[src/rtl/l1_mem_pkg.sv]
// Shared definitions for the L1 memory subsystem: default widths, arbiter
// FSM encoding and client identifiers (also used by the cache blocks).
package l1_mem_pkg;

  localparam int ADDR_W_DEF = 28;
  localparam int DATA_W_DEF = 128;
  localparam int CNT_W_DEF  = 16;

  typedef enum logic {
    IDLE = 1'b0,
    BUSY = 1'b1
  } arb_state_e;

  typedef enum logic {
    CLI_I = 1'b0,
    CLI_D = 1'b1
  } client_e;

endpackage

[src/rtl/rr_pick2.sv]
// Combinational two-requester round-robin selector: on a tie, the client
// that was not granted last wins.
module rr_pick2
  import l1_mem_pkg::*;
(
  input  logic    req_i,
  input  logic    req_d,
  input  client_e last,
  output logic    grant_valid,
  output client_e grant_id
);

  always_comb begin
    grant_valid = req_i | req_d;
    if (req_i && req_d) begin
      grant_id = (last == CLI_D) ? CLI_I : CLI_D;
    end else if (req_i) begin
      grant_id = CLI_I;
    end else begin
      grant_id = CLI_D;
    end
  end

endmodule

[src/rtl/l1_mem_arbiter.sv]
// Arbiter between the L1 I-cache and D-cache for the single memory port, with
// registered memory-side request and saturating per-client completion counters.
module l1_mem_arbiter
  import l1_mem_pkg::*;
#(
  parameter int ADDR_W = ADDR_W_DEF,
  parameter int DATA_W = DATA_W_DEF,
  parameter int CNT_W  = CNT_W_DEF
) (
  input  logic              clk,
  input  logic              proc_reset_n,
  input  logic              i_read,
  input  logic              i_write,
  input  logic [ADDR_W-1:0] i_addr,
  input  logic [DATA_W-1:0] i_wdata,
  output logic [DATA_W-1:0] i_rdata,
  output logic              i_ready,
  input  logic              d_read,
  input  logic              d_write,
  input  logic [ADDR_W-1:0] d_addr,
  input  logic [DATA_W-1:0] d_wdata,
  output logic [DATA_W-1:0] d_rdata,
  output logic              d_ready,
  output logic              mem_read,
  output logic              mem_write,
  output logic [ADDR_W-1:0] mem_addr,
  output logic [DATA_W-1:0] mem_wdata,
  input  logic [DATA_W-1:0] mem_rdata,
  input  logic              mem_ready,
  output logic [CNT_W-1:0]  i_count,
  output logic [CNT_W-1:0]  d_count
);

  arb_state_e        state_q, state_d;
  client_e           grant_q, grant_d;
  client_e           last_q, last_d;
  logic              mem_read_q, mem_read_d;
  logic              mem_write_q, mem_write_d;
  logic [ADDR_W-1:0] mem_addr_q, mem_addr_d;
  logic [DATA_W-1:0] mem_wdata_q, mem_wdata_d;
  logic [CNT_W-1:0]  i_cnt_q, i_cnt_d;
  logic [CNT_W-1:0]  d_cnt_q, d_cnt_d;

  logic    pick_valid;
  client_e pick_id;

  rr_pick2 u_pick (
    .req_i       (i_read | i_write),
    .req_d       (d_read | d_write),
    .last        (last_q),
    .grant_valid (pick_valid),
    .grant_id    (pick_id)
  );

  always_comb begin
    // NOTE: every next-state signal takes its hold value first so no path
    // through the case leaves one unassigned, which would infer a latch.
    state_d     = state_q;
    grant_d     = grant_q;
    last_d      = last_q;
    mem_read_d  = mem_read_q;
    mem_write_d = mem_write_q;
    mem_addr_d  = mem_addr_q;
    mem_wdata_d = mem_wdata_q;
    i_cnt_d     = i_cnt_q;
    d_cnt_d     = d_cnt_q;

    case (state_q)
      IDLE: begin
        if (pick_valid) begin
          state_d = BUSY;
          grant_d = pick_id;
          // Write dominates an illegal read+write so the strobes stay exclusive.
          if (pick_id == CLI_I) begin
            mem_write_d = i_write;
            mem_read_d  = ~i_write;
            mem_addr_d  = i_addr;
            mem_wdata_d = i_wdata;
          end else begin
            mem_write_d = d_write;
            mem_read_d  = ~d_write;
            mem_addr_d  = d_addr;
            mem_wdata_d = d_wdata;
          end
        end
      end
      BUSY: begin
        if (mem_ready) begin
          state_d     = IDLE;
          mem_read_d  = 1'b0;
          mem_write_d = 1'b0;
          last_d      = grant_q;
          if (grant_q == CLI_I) begin
            if (~&i_cnt_q) i_cnt_d = i_cnt_q + CNT_W'(1);
          end else begin
            if (~&d_cnt_q) d_cnt_d = d_cnt_q + CNT_W'(1);
          end
        end
      end
    endcase
  end

  // NOTE: state registers use non-blocking assignments so every flop samples
  // its pre-edge value regardless of statement order.
  always_ff @(posedge clk) begin
    if (!proc_reset_n) begin
      state_q     <= IDLE;
      grant_q     <= CLI_I;
      last_q      <= CLI_D;
      mem_read_q  <= 1'b0;
      mem_write_q <= 1'b0;
      mem_addr_q  <= '0;
      mem_wdata_q <= '0;
      i_cnt_q     <= '0;
      d_cnt_q     <= '0;
    end else begin
      state_q     <= state_d;
      grant_q     <= grant_d;
      last_q      <= last_d;
      mem_read_q  <= mem_read_d;
      mem_write_q <= mem_write_d;
      mem_addr_q  <= mem_addr_d;
      mem_wdata_q <= mem_wdata_d;
      i_cnt_q     <= i_cnt_d;
      d_cnt_q     <= d_cnt_d;
    end
  end

  assign i_ready   = (state_q == BUSY) && mem_ready && (grant_q == CLI_I);
  assign d_ready   = (state_q == BUSY) && mem_ready && (grant_q == CLI_D);
  assign i_rdata   = mem_rdata;
  assign d_rdata   = mem_rdata;
  assign mem_read  = mem_read_q;
  assign mem_write = mem_write_q;
  assign mem_addr  = mem_addr_q;
  assign mem_wdata = mem_wdata_q;
  assign i_count   = i_cnt_q;
  assign d_count   = d_cnt_q;

endmodule
[config.mk]
export PLATFORM = sky130hd
export DESIGN_NAME = l1_mem_arbiter
export DESIGN_NICKNAME = d
export VERILOG_FILES = /design/src/rtl/l1_mem_pkg.sv /design/src/rtl/rr_pick2.sv /design/src/rtl/l1_mem_arbiter.sv
export SDC_FILE = /design/constraint.sdc
export NUM_CORES = 1
export LEC_CHECK = 0
export BUFFER_PORTS_ARGS = -buffer_cell sky130_fd_sc_hd__buf_4
export CELL_PAD_IN_SITES_DETAIL_PLACEMENT = 1
export CELL_PAD_IN_SITES_GLOBAL_PLACEMENT = 2
export CORE_AREA = 2 2 348 350
export CTS_BUF_LIST = sky130_fd_sc_hd__clkbuf_4 sky130_fd_sc_hd__clkbuf_8 sky130_fd_sc_hd__clkbuf_16
export DETAILED_ROUTE_END_ITERATION = 10
export DIE_AREA = 0 0 350 352
export PLACE_DENSITY_LB_ADDON = 0.1
export SLEW_MARGIN = 25
export SYNTH_ARGS = -nofsm -noshare
export SYNTH_HDL_FRONTEND = slang
export SYNTH_SLANG_ARGS = --single-unit
[constraint.sdc]
create_clock -name clk -period 1.67 [get_ports clk]
set_input_delay 0.167 -clock clk [delete_from_list [all_inputs] [get_ports clk]]
set_output_delay 0.167 -clock clk [all_outputs]
set_load 0.005 [all_outputs]
; ---- Word level (Yosys, flattened, before mapping)
; Index checks and enable logic that the tools add are counted.
; Widths: inputs -> output; s select.
[op_classes]
n_addsub = 2
n_eq_ne = 2
mux = 15
bitwise = 9
reduce_logical = 11
[op_table]
columns = operator, count
row1 = $mux 128, 1
row2 = $add 16x1->16 const B, 2
row3 = $reduce_and 16->1, 2
row4 = $mux 28, 1
row5 = $mux 1, 10
row6 = $reduce_and 4->1, 2
row7 = $not 1->1, 6
row8 = $pmux 1 s2, 3
row9 = $reduce_and 2->1, 3
row10 = $logic_and 1x1->1, 4
row11 = $ne 2x2->1 const B, 2
row12 = $or 1x1->1, 3
[word_totals]
register_bits = 193
inputBits = 447
out_inout_bits = 448

; ---- Logic depth before layout (Yosys ltp)
; Gate-level depths: netlist of the first run.
[depth]
word_depth = 6
mapped_depth = 7

; ---- By module
; A second synthesis of the first run with hierarchy kept.
[hier_totals]
hier_cells = 1177
hier_area_um2 = 10622.7
[modules_own_cells]
columns = module, n_inst, cells_each, area_each_um2, seq_area_each_um2
row1 = l1_mem_arbiter, 1, 1174, 10607.7, 3863.7
row2 = rr_pick2, 1, 3, 15.0, 0.0

; ---- Least setup slack after synthesis of the first run
; No wires, ideal clock.
[synth_path]
kind = flip-flop to flip-flop
startpoint = register d_cnt_q[2] (netlist: d_count[2])
endpoint = register d_cnt_q[15] (netlist: d_count[15])
arrival_time_ns = 1.828
setup_slack_ns = -0.228
path_stages_with_launch = 6
path_buffers = 1
period_less_slack_ns = 1.898
path_cell_list = dfxtp_1 > nand4_2 > or4_1 > buf_2 > or4_1 > a21oi_1
[synth_between]
elab_chain_len = 3
[synth_lines]
columns = item, line_no
row1 = from (decl), l1_mem_arbiter.sv:42  ; logic [CNT_W-1:0] d_cnt_q, d_cnt_d;
row2 = from (signal assigned), l1_mem_arbiter.sv:125  ; d_cnt_q <= d_cnt_d;
row3 = branches (longest 3 deep; another with $add 16x1->16), n/a
; Parallel ways; which one is timed is not known.
; A chain may end at the register's enable or synchronous reset.

; ---- Worst setup path in the final report of the first run
[layout_path]
startpoint = input mem_ready
endpoint = register i_cnt_q[13] (netlist: i_count[13])
[layout_between]
elab_chain_len = 1
[layout_lines]
columns = item, line_no
row1 = from (decl), l1_mem_arbiter.sv:29  ; input logic mem_ready,
row2 = $reduce_and 4->1 (no source line), n/a
row3 = to (signal assigned), l1_mem_arbiter.sv:124  ; i_cnt_q <= i_cnt_d;
row4 = to (decl), l1_mem_arbiter.sv:41  ; logic [CNT_W-1:0] i_cnt_q, i_cnt_d;
; Every way passes these cells.

==> metrics, run 1 <==
outcome=finished, violations left; failing checks=setup timing; final clock skew=0.01698 ns; HPWL after DPL=42.64 mm; Final ANT Viol Nets=0; #FFs+latches synth=193; Post-Syn Instances=1175; Finished Cell Area=18370 um^2; Fin. Hold Viols=0; Post-synth EDFFs=0; initial drt markers=233; Clk Tree Root Cell=clkbuf_16; IO Pins=895; Hold Path Class=in2reg; htree depth=4; layout cells sized above 1=48.86%; asr flop ratio synth=0%; Worst EP arrival=2.21 ns; overflow left after global routing=0; Die Height=352 um; final worst slack=-0.09399 ns; endpoints failing setup=8; number of distinct library cells after synthesis=39; fin crit share=105.6%; Starting Density=8.828%; Post-Syn Area per Cell=8.966 um^2; post-synthesis sequential area ratio=36.67%; Port Buffers=510; Max Fclk=0.5669 GHz; Core Util, Final=15.39%; DP Area=15500 um^2; unrepaired setup endpoints after global routing=yes; ys flop type=dfxtp_1; Die W=350 um; final slew viol count=0; share of the synthesized area in the top cell type=36.67%; total die area=123200 um^2; CTS tree=done; most common cell after layout, fill and taps aside=buf_4; critical path peak fanout=4; largest net degree at the start of global routing=49; first-pass GRT wire length=77.94 mm; drt first pass iters=4; most frequent cells in the layout=buf_4 (634), dfxtp_1 (173), nor2_1 (163); GRT Total Usage=8.742%; Min Clock Period, post-route=1.764 ns; initial antenna violation count=6; Crit Path Class=in2reg; final wirelength=56.65 mm; P per Cell Area=745.6 nW/um^2; synth warn=0; setup TNS=-0.4518 ns; required time of the critical path=2.11 ns; Peak VDD IR=855.7 uV; FP Rows=127; wire per inst=17.22 um; Final nets=2108; later-pin clock latency in the skew report=0.51 ns; Remaining DRCs=0; CTS buffer count=17; headroom to the max-slew limit=58.40%; Clock transition at path regs=0.08 ns; maxcap violations=0; Yosys top cell by area=dfxtp_1; Startpoint Class=input port; Core Area=119300 um^2; clock buffer depth=2; Slew @ Worst Pin=0.6183 ns; drt via density=3.054; GPL Wtd Cong=0.6772; synth top area cells=dfxtp_1 (37%), buf_4 (18%), mux2i_1 (15%); vias in the first global route=11140; clk sinks=193; Synth Cell Area=10540 um^2; leakage power=0.007594 uW; Vias=10050; CP endpoint kind=register; P&R area growth vs syn=74.38%; Post-Synthesis Net Count=1624
[stage by stage]
stage          hold slack [ns]  worst slack [ns]  instances  power, uW
5_1_grt                0.01393           -0.1542       3289      14670
6_report               0.04190          -0.09399       3289      13700
2_1_floorplan           0.3474          -0.09794       1175       6946
4_1_cts               0.001025           -0.1009       3269      14090
3_5_place_dp            0.3341           -0.3813       3105       8641
3_3_place_gp            0.3341           -0.3612       3105       8628
[worst paths after layout]
kind	from	to	cells past startpoint	slack, ns
hold / removal	d_addr[19]	mem_addr[19]	3	0.04
setup / recovery	mem_ready	i_count[13]	6	-0.09
hold reg to reg	mem_write	mem_write	2	0.46
setup reg to reg	grant_q	i_count[13]	4	-0.09
[synth_stat cells (5+ instances only)]
library cell	instances
a21oi_1	26
mux2i_1	162
nor4_1	7
or4_1	18
buf_4	256
nand2b_1	6
nand4_1	8
o21ai_0	7
nor2_1	165
dfxtp_1	193
a211oi_1	156
inv_1	9
buf_2	15
o31ai_1	13
or3_1	5
nand3_1	13
nand2_1	23
clkbuf_1	60
[cell type report]
class,count,area [um^2]
inverter,10,45.04
sequential,193,3906
timing repair buffer,799,6904
clock buffer,20,471.7
antenna,5,12.51
fill,13900,101000
multi-input combinational,638,4881
tap,1612,2017
clock inverter,12,133.9
[registers in the layout, indices dropped and copies added, names as in the netlist]
signal,cells
mem_write,1
mem_read,1
mem_addr,28
grant_q,1
mem_wdata,128
d_count,16
last_q,1
i_count,16
state_q,1
[per-layer routing]
layer  vias up  track usage [%]  share of wire (%)
met3       102            4.045                8.7
li1       4891                -                  -
met4         4            3.379                2.3
met5         -           0.3532               0.12
met2       366            15.35                 52
met1      4683            8.925                 37
[worst max-delay path, cell delays in order]
cell	delay [ns]
dlygate4sd3_1	0.57
buf_4	0.16
nand3b_1	0.19
or4_4	0.59
or4_4	0.42
a21oi_2	0.12
[logic make-up (layout without fill, tap and decap cells)]
| family | Yosys count | in the layout | synth area share (%) |
|---|---|---|---|
| buffers and inverters | 344 | 841 | 21.82 |
| AOI/OAI and AO/OA | 212 | 212 | 14.37 |
| and+or+nand+nor | 259 | 259 | 11.24 |
| xor gates and xnor gates | 2 | 2 | 0.1663 |
| adders and majority gates | 2 | 2 | 0.2375 |
| DFF | 193 | 193 | 36.67 |
| other | 0 | 5 | 0 |
| muxes | 163 | 163 | 15.50 |
[where the power goes]
part           internal [uW]  switching, uW  leakage, uW  total [uW]
Combinational           2160           1670      0.00568        3830
Sequential              4980            213      0.00161        5200
Clock                   2270           2400     0.000301        4670
[timing repair]
item,in CTS,in global routing
pin swaps,7,13
endpoints found under the setup margin,164,92
buffers inserted,13,8
hold buffers,118,0
hold endpoints to repair,67,0
resized for setup,58,76
cloned,2,9
(Power assumes the default switching activity.)
==> run 2, diff against run 1 <==
Settings changed: CORE_AREA 2 2 348 350 to 2 2 352 354, DIE_AREA 0 0 350 352 to 0 0 354 356.
Clock period 1.67 ns to 2.1 ns, I/O delays scaled along.
==> run 2 against run 1 <==
The flow now finishes without violations. Die area grew 2.3%. Critical path depth is 2 lower. Critical path type is now reg2reg. Global-route usage down 0.76 points. Sequential power shrank 20%. Hold slack improved by 0.021 ns. Critical endpoint is now i_count[15]. Via count fell by 6.9%. Largest cell class unchanged. Power fell by 25%. Worst setup slack improved by 0.23 ns. Register-to-register slack better by 0.23 ns. Sequential share of layout area up 3.3 points. Clock power decreased by 22%.
==> metrics, run 2 (synthesis results as in run 1) <==
Finished Cell Area=15740 um^2; GPL Wtd Cong=0.6676; overflow left after global routing=0; Worst EP arrival=2.41 ns; initial antenna violation count=6; Hold EP=mem_wdata[109]; initial drt markers=177; leakage power=0.006461 uW; met3 wire length=5.091 mm; Clock power frac=35.7%; largest net degree at the start of global routing=60; most common cell after layout, fill and taps aside=buf_4; Starting Density=8.588%; P per Cell Area=651.4 nW/um^2; setup TNS=0 ns; worst reg-to-reg setup slack=0.14 ns; reg2reg path depth=4; final wirelength=51.24 mm; Buf+Inv Stages, Crit Path=0; total power=10250 uW; Reg area=3864 um^2; met2 routed WL=25.01 mm; DP Area=14930 um^2; family with the most delay on the worst path=simple AND/OR/NAND/NOR gates; GRT Total Usage=7.985%; FILL cells=14520; hold_sp=i_wdata[109]; drt first pass iters=4; Core Area=122700 um^2; reg-to-reg critical path startpoint=i_count[5]; met1 wire length=19.62 mm; wire per inst=16.43 um; Port Buffers=510; number of post-CTS setup repair buffers=0; required time of the critical path=2.55 ns; Vias=9354; unrepaired setup endpoints after global routing=no; P&R area growth vs syn=49.41%; Die W=354 um; Final ANT Viol Nets=0; IO Pins=895; CTS buffer count=17; Min Clock Period, post-route=1.962 ns; Peak VDD IR=558.3 uV; HPWL after DPL=41.10 mm; Final nets=1916; Fin. Hold Viols=0; Crit Path Class=reg2reg; critical path launch point=i_count[5]; clk sinks=193; later-pin clock latency in the skew report=0.51 ns; layout cells sized above 1=42.57%; drt via density=3.000; most frequent cells in the layout=buf_4 (574), dfxtp_1 (193), nor2_1 (164); reg2reg end=i_count[15]; final clock skew=0.01522 ns; Highest Signal Layer=met5; Hold Path Class=in2reg; Cell Int Power=6992 uW; Slew @ Worst Pin=0.5582 ns; outcome=finished, final reports clean; Comb pwr share=23.9%; FP Rows=129; critical path peak fanout=7; final slew viol count=0; slowest stage delay, CP=0.60 ns; Remaining DRCs=0; total die area=126000 um^2; endpoints failing setup=0; max reg flops=128; cells along the critical path=nand4_1 -> or4_1 -> or4_1 -> a21oi_1; vias in the first global route=10190; WHS Path Cells=3; Clock transition at path regs=0.10 ns; maxcap violations=0; Die Height=356 um; headroom to the max-slew limit=62.75%; htree depth=4; first-pass GRT wire length=72.07 mm; CTS tree=done; switching power=3261 uW; CP max-delay cell=or4_1; switch share=31.81%; CP endpoint kind=register; clock buffer depth=2; Startpoint Class=register; CP most frequent cell=or4_1; Multi-input gate area=4405 um^2; fin crit share=93.42%; Max Fclk=0.5097 GHz; Clk Tree Root Cell=clkbuf_16; sequential power share=40.4%
[run 2: changes by cell type in the layout (fill, tap and decap cells not counted), sizes merged]
cell         previous run  this run
buf                   672       587
clkbuf                 29        17
clkinvlp                0         2
diode                   5         1
dlygate4sd3           118        20
inv                    18        19
[run 2: how the worst max path moves through the flow]
stage | to | slack (ns) | depth (start not counted)
floorplan | d_count[15] | 0.20 | 5
global route | mem_addr[21] | 0.004 | 5
finish | i_count[15] | 0.14 | 4
global placement | d_count[15] | 0.08 | 4
detailed placement | d_count[15] | 0.07 | 4
CTS | d_count[15] | 0.04 | 4
[run 2: area by class of cell]
type,instances,area share (%)
multi-input combinational,638,27.99
antenna,1,0.01590
clock buffer,17,2.703
inverter,10,0.2703
clock inverter,15,1.161
timing repair buffer,607,30.30
tap,1637,13.01
sequential,193,24.55
[run 2: per-stage QoR]
step           setup slack, ns  utilization (%)  hold slack (ns)  cells
6_report                0.1382            12.83          0.06257   3118
5_1_grt               0.003754            12.83          0.02238   3117
4_1_cts                0.03648            12.83         0.001142   3117
3_5_place_dp           0.07050            12.17           0.4201   3065
3_3_place_gp           0.08462            12.17           0.4201   3065
2_1_floorplan           0.2024                -           0.3904   1175
[run 2: worst min-delay path: stages]
cell and delay (ns):
buf_4 0.11, mux2i_1 0.13, a211oi_1 0.09
[run 2: routing by layer]
metal | up-vias | global-route usage, %
li1 | 4497 | -
met1 | 4331 | 8.449
met2 | 403 | 13.43
met3 | 113 | 4.067
met4 | 10 | 3.212
met5 | - | 0
[run 2: power groups by stage]
stage / Sequential (uW) / Clock (uW) / Combinational [uW]
2_1_floorplan: 4240 / 0 / 1290
3_3_place_gp: 4220 / 0 / 2540
3_5_place_dp: 4230 / 0 / 2550
4_1_cts: 4150 / 4020 / 2590
5_1_grt: 4190 / 4090 / 2740
6_report: 4140 / 3660 / 2450
[run 2: repair_timing]
item | 4_1_cts | 5_1_grt
endpoints found under the hold margin | 15 | 0
hold buffers | 20 | 0
gates resized for setup | 0 | 1
endpoints found under the setup margin | 0 | 3
